[src/rtl/if_stage.sv]
// Instruction-fetch stage: owns the PC, drives the fetch address and loads the IF/ID register.
// Optional performance counters are built when IF_PERF_CNT_EN is defined.
module if_stage #(
  parameter logic [31:0] RESET_PC  = 32'h0000_0000,
  parameter logic [31:0] NOP_INSTR = 32'h0000_0000
) (
  input  logic        clk,
  input  logic        reset,
  output logic [31:0] instructionAddress,
  input  logic [31:0] instruction,
  input  logic        imem_ready,
  input  logic        stall,
  input  logic        flush,
  input  logic        branch_taken,
  input  logic [31:0] branch_target,
  output logic [31:0] if_id_instruction,
  output logic [31:0] if_id_pc_plus4,
`ifdef IF_PERF_CNT_EN
  output logic [31:0] fetch_count,
  output logic [31:0] bubble_count,
`endif
  output logic        if_id_valid
);

  logic [31:0] pc_q, pc_d;
  logic [31:0] ifid_instr_q, ifid_instr_d;
  logic [31:0] ifid_pcp4_q, ifid_pcp4_d;
  logic        ifid_valid_q, ifid_valid_d;
  logic        load_fetch, load_bubble;
  logic [31:0] pc_plus4;

  // Wraps modulo 2^32 by construction.
  assign pc_plus4 = pc_q + 32'd4;

  // NOTE: every comb output gets a default first so no path can infer a latch.
  always_comb begin
    pc_d         = pc_q;
    ifid_instr_d = ifid_instr_q;
    ifid_pcp4_d  = ifid_pcp4_q;
    ifid_valid_d = ifid_valid_q;
    load_fetch   = 1'b0;
    load_bubble  = 1'b0;
    if (branch_taken) begin
      pc_d        = {branch_target[31:2], 2'b00};
      load_bubble = 1'b1;
    end else if (stall) begin
      load_bubble = flush;
    end else begin
      if (flush || !imem_ready) load_bubble = 1'b1;
      else                      load_fetch  = 1'b1;
      // A flush squashes the decoded slot only; sequential fetch continues.
      if (imem_ready) pc_d = pc_plus4;
    end

    if (load_bubble) begin
      ifid_instr_d = NOP_INSTR;
      ifid_pcp4_d  = 32'h0;
      ifid_valid_d = 1'b0;
    end else if (load_fetch) begin
      ifid_instr_d = instruction;
      ifid_pcp4_d  = pc_plus4;
      ifid_valid_d = 1'b1;
    end
  end

  // NOTE: sequential state uses non-blocking assignments so all registers update together.
  always_ff @(posedge clk) begin
    if (reset) begin
      pc_q         <= RESET_PC;
      ifid_instr_q <= NOP_INSTR;
      ifid_pcp4_q  <= 32'h0;
      ifid_valid_q <= 1'b0;
    end else begin
      pc_q         <= pc_d;
      ifid_instr_q <= ifid_instr_d;
      ifid_pcp4_q  <= ifid_pcp4_d;
      ifid_valid_q <= ifid_valid_d;
    end
  end

  assign instructionAddress = pc_q;
  assign if_id_instruction  = ifid_instr_q;
  assign if_id_pc_plus4     = ifid_pcp4_q;
  assign if_id_valid        = ifid_valid_q;

`ifdef IF_PERF_CNT_EN
  logic [31:0] fetch_cnt_q, bubble_cnt_q;

  // Stall-hold cycles load neither, so they count in neither.
  always_ff @(posedge clk) begin
    if (reset) begin
      fetch_cnt_q  <= 32'h0;
      bubble_cnt_q <= 32'h0;
    end else begin
      if (load_fetch)  fetch_cnt_q  <= fetch_cnt_q + 32'd1;
      if (load_bubble) bubble_cnt_q <= bubble_cnt_q + 32'd1;
    end
  end

  assign fetch_count  = fetch_cnt_q;
  assign bubble_count = bubble_cnt_q;
`endif

endmodule
[config.mk]
export PLATFORM = sky130hd
export DESIGN_NAME = if_stage
export DESIGN_NICKNAME = d
export VERILOG_FILES = /design/src/rtl/if_stage.sv
export SDC_FILE = /design/constraint.sdc
export NUM_CORES = 1
export LEC_CHECK = 0
export CAP_MARGIN = 30
export CORE_UTILIZATION = 37
export CTS_CLUSTER_DIAMETER = 200
export DETAILED_ROUTE_END_ITERATION = 6
export PLACE_DENSITY = 0.66
export SYNTH_ARGS = -nofsm -noshare
export SYNTH_HDL_FRONTEND = slang
export SYNTH_SLANG_ARGS = --single-unit
[constraint.sdc]
create_clock -name clk -period 4.3 [get_ports clk]
set_input_delay 0.645 -clock clk [delete_from_list [all_inputs] [get_ports clk]]
set_output_delay 0.645 -clock clk [all_outputs]
set_load 0.02 [all_outputs]
==> flow_summary.json <==
{
  "ys_types": 42,
  "hold_buffers": 0,
  "vdd_ir_drop_max_uv": 221,
  "placement_rows": 39,
  "seq_power_share_pct": 46.4,
  "cap_violations": 0,
  "cts.sinks": 93,
  "endpoint_kind": "register",
  "synth_common_cells": "93 x dfxtp_1, 86 x nand2_1, 65 x a21oi_1",
  "skew_ns": 0.00683,
  "met3_usage_pct": 5.43,
  "dieArea_um2": 12200,
  "max_freq_ghz": 0.370,
  "yosys.area.top_type": "dfxtp_1",
  "synthFlopType": "dfxtp_1",
  "num_vias": 4153,
  "place.gp.congestion": 0.807,
  "overflow": 0,
  "hold_viol_final": 0,
  "clock_latency_ns": 0.34,
  "postRouteAntennaNets": 0,
  "drtIter0Drc": 254,
  "cp.arrival_ns": 2.96,
  "p_comb_share_pct": 12.2,
  "timing.hold.ws_ns": 0.454,
  "synth-seq-area-share_pct": 42.7,
  "setup-violations-final": 0,
  "synth-edff-count": 0,
  "required_ns": 4.56,
  "yosys_warnings": 0,
  "period_minus_slack_ns": 2.71,
  "antenna_found_initial": 0,
  "syn_area_um2": 4360,
  "critPathMaxFanout": 22,
  "area_delta_synth_final_pct": 46.0,
  "cts.clk_slew.worst_paths_ns": 0.06,
  "start_util_pct": 38.1,
  "grt_util_met2_pct": 34.7,
  "rsz0062_at_grt": "false",
  "dr.pass1.iters": 5,
  "cts-htree-levels": 3,
  "n_fill_cell": 1086,
  "final_cells": 812,
  "switchingPower_uw": 501,
  "worst_pin_slew_ns": 0.788,
  "hpwl_mm": 8.87,
  "die_w_um": 111,
  "synthTopCellsByArea": "dfxtp_1 43%, xor2_1 7.6%, a21oi_1 7.5%",
  "relSlewSlack_pct": 47.2,
  "num_io_pins": 167,
  "timing.final.crit_share_pct": 62.9,
  "fp.coreArea_um2": 11500,
  "num_antenna_cells": 0,
  "slew_viol_final": 0,
  "power_leakage_nw": 2.21,
  "ys_ff_latch": 93,
  "dp_cells": 796,
  "power_frac_clock_pct": 41.4,
  "tns_ns": 0,
  "dieHeight_um": 111,
  "grt_pass1_vias": 4101,
  "internal-power_mw": 1.48,
  "syn_avg_cell_area_um2": 8.30,
  "route.detailed.drc": 0,
  "async_reset_ff_share_pct": 0,
  "synthCells": 526,
  "worst_setup_path_start_kind": "input port",
  "cts_setup_buffers": 0,
  "hp-class": "reg -> reg",
  "grt_pass1_wl_mm": 20.5,
  "grt_util_met1_pct": 25.6,
  "clockBufferDepth": 2,
  "yosysTopAreaCellShare_pct": 42.7,
  "final_layout_size_suffix_gt1_share_pct": 6.73,
  "root_buffer": "clkbuf_16",
  "synthMostInstantiatedCell": "dfxtp_1",
  "busiest_layer": "met2",
  "numCtsBuffers": 9,
  "final_nets": 735,
  "cts_tree": "yes",
  "cts.repair.resized": 0,
  "via_per_inst": 5.11,
  "switching_share_pct": 25.2,
  "numPortBuffers": 160,
  "wirelength_mm": 12.5,
  "grt_use_total_pct": 20.9,
  "critPathKind": "in -> reg",
  "wire_per_inst_um": 15.3,
  "status": "complete, no violations",
  "grt_start_max_net_pins": 61,
  "p_per_area_nw_per_um2": 311
}
## per-stage QoR
step | area, um2 | power [mW] | setup WS [ns] | util (%)
floorplan | 4380 | 1.05 | 2.35 | -
global placement | 6020 | 1.18 | 1.12 | 52.5
detailed placement | 6060 | 1.18 | 1.23 | 52.9
CTS | 6370 | 2.01 | 1.60 | 55.6
global route | 6370 | 2.08 | 1.43 | 55.6
finish | 6370 | 1.98 | 1.59 | 55.6
## path summary, 6_finish.rpt
path	from	to	slack, ns	depth (start not counted)
setup / recovery	branch_taken	if_id_pc_plus4[2]	1.59	5
hold / removal	if_id_instruction[0]	if_id_instruction[0]	0.45	2
setup reg to reg	instructionAddress[12]	instructionAddress[29]	2.09	5
hold reg to reg	if_id_instruction[0]	if_id_instruction[0]	0.45	2
## layer usage
metal	share of wire [%]	wire length [um]
met5	0	0
met4	2.2	276
met3	6.2	777
met2	47	5800
met1	45	5600
## power groups by stage
| stage | sequential, mW | combinational (mW) | clock [mW] |
|---|---|---|---|
| 6_report | 0.920 | 0.243 | 0.821 |
| 5_1_grt | 0.924 | 0.262 | 0.890 |
| 4_1_cts | 0.920 | 0.245 | 0.848 |
| 3_5_place_dp | 0.939 | 0.242 | 0 |
| 3_3_place_gp | 0.939 | 0.238 | 0 |
| 2_1_floorplan | 0.950 | 0.102 | 0 |
## kinds of logic (layout without fill, tap and decap cells)
| logic type | count (synthesis) | in the layout | share of synthesized area [%] |
|---|---|---|---|
| compound gates | 117 | 117 | 15.3 |
| xor+xnor | 55 | 55 | 11.0 |
| fa+ha+maj | 1 | 1 | 0.287 |
| buf+inv | 52 | 192 | 5.19 |
| flops | 93 | 93 | 42.7 |
| mux | 4 | 4 | 0.917 |
| other cells | 1 | 4 | 0.0859 |
| simple gates | 203 | 203 | 24.5 |
## sequential cells by signal (all words and copies together), names as in the netlist
register,flops
if_id_instruction,32
if_id_valid,1
instructionAddress,30
if_id_pc_plus4,30
## area by class of cell
cell class | instances | area, um2 | area share, %
Timing Repair Buffer | 169 | 1700 | 26.6
Clock buffer | 10 | 239 | 3.75
Sequential cell | 93 | 1860 | 29.2
Clock inverter | 6 | 70.1 | 1.10
Inverter | 7 | 26.3 | 0.412
Multi-Input combinational cell | 384 | 2300 | 36.1
Tap cell | 143 | 179 | 2.81
## cells in the final DEF (no fill, tap or decap), types with 4 or more instances in the layout
master             n
o21ai_0           24
a211oi_1          20
conb_1             4
nand3_1           20
buf_4              7
dfxtp_1           93
nor3_1             5
nand4_1           14
a21oi_1           65
nand2_1           86
xnor2_1           17
inv_1              7
clkdlybuf4s50_1  160
mux2i_1            4
nor2_1            44
clkbuf_16          9
xor2_1            38
## worst max-delay path: stages
cell and delay, ns:
clkdlybuf4s50_1 0.64, buf_4 0.31, or4_1 0.89, buf_16 0.30
a211oi_1 0.16
Power figures use the tool's default switching activity.
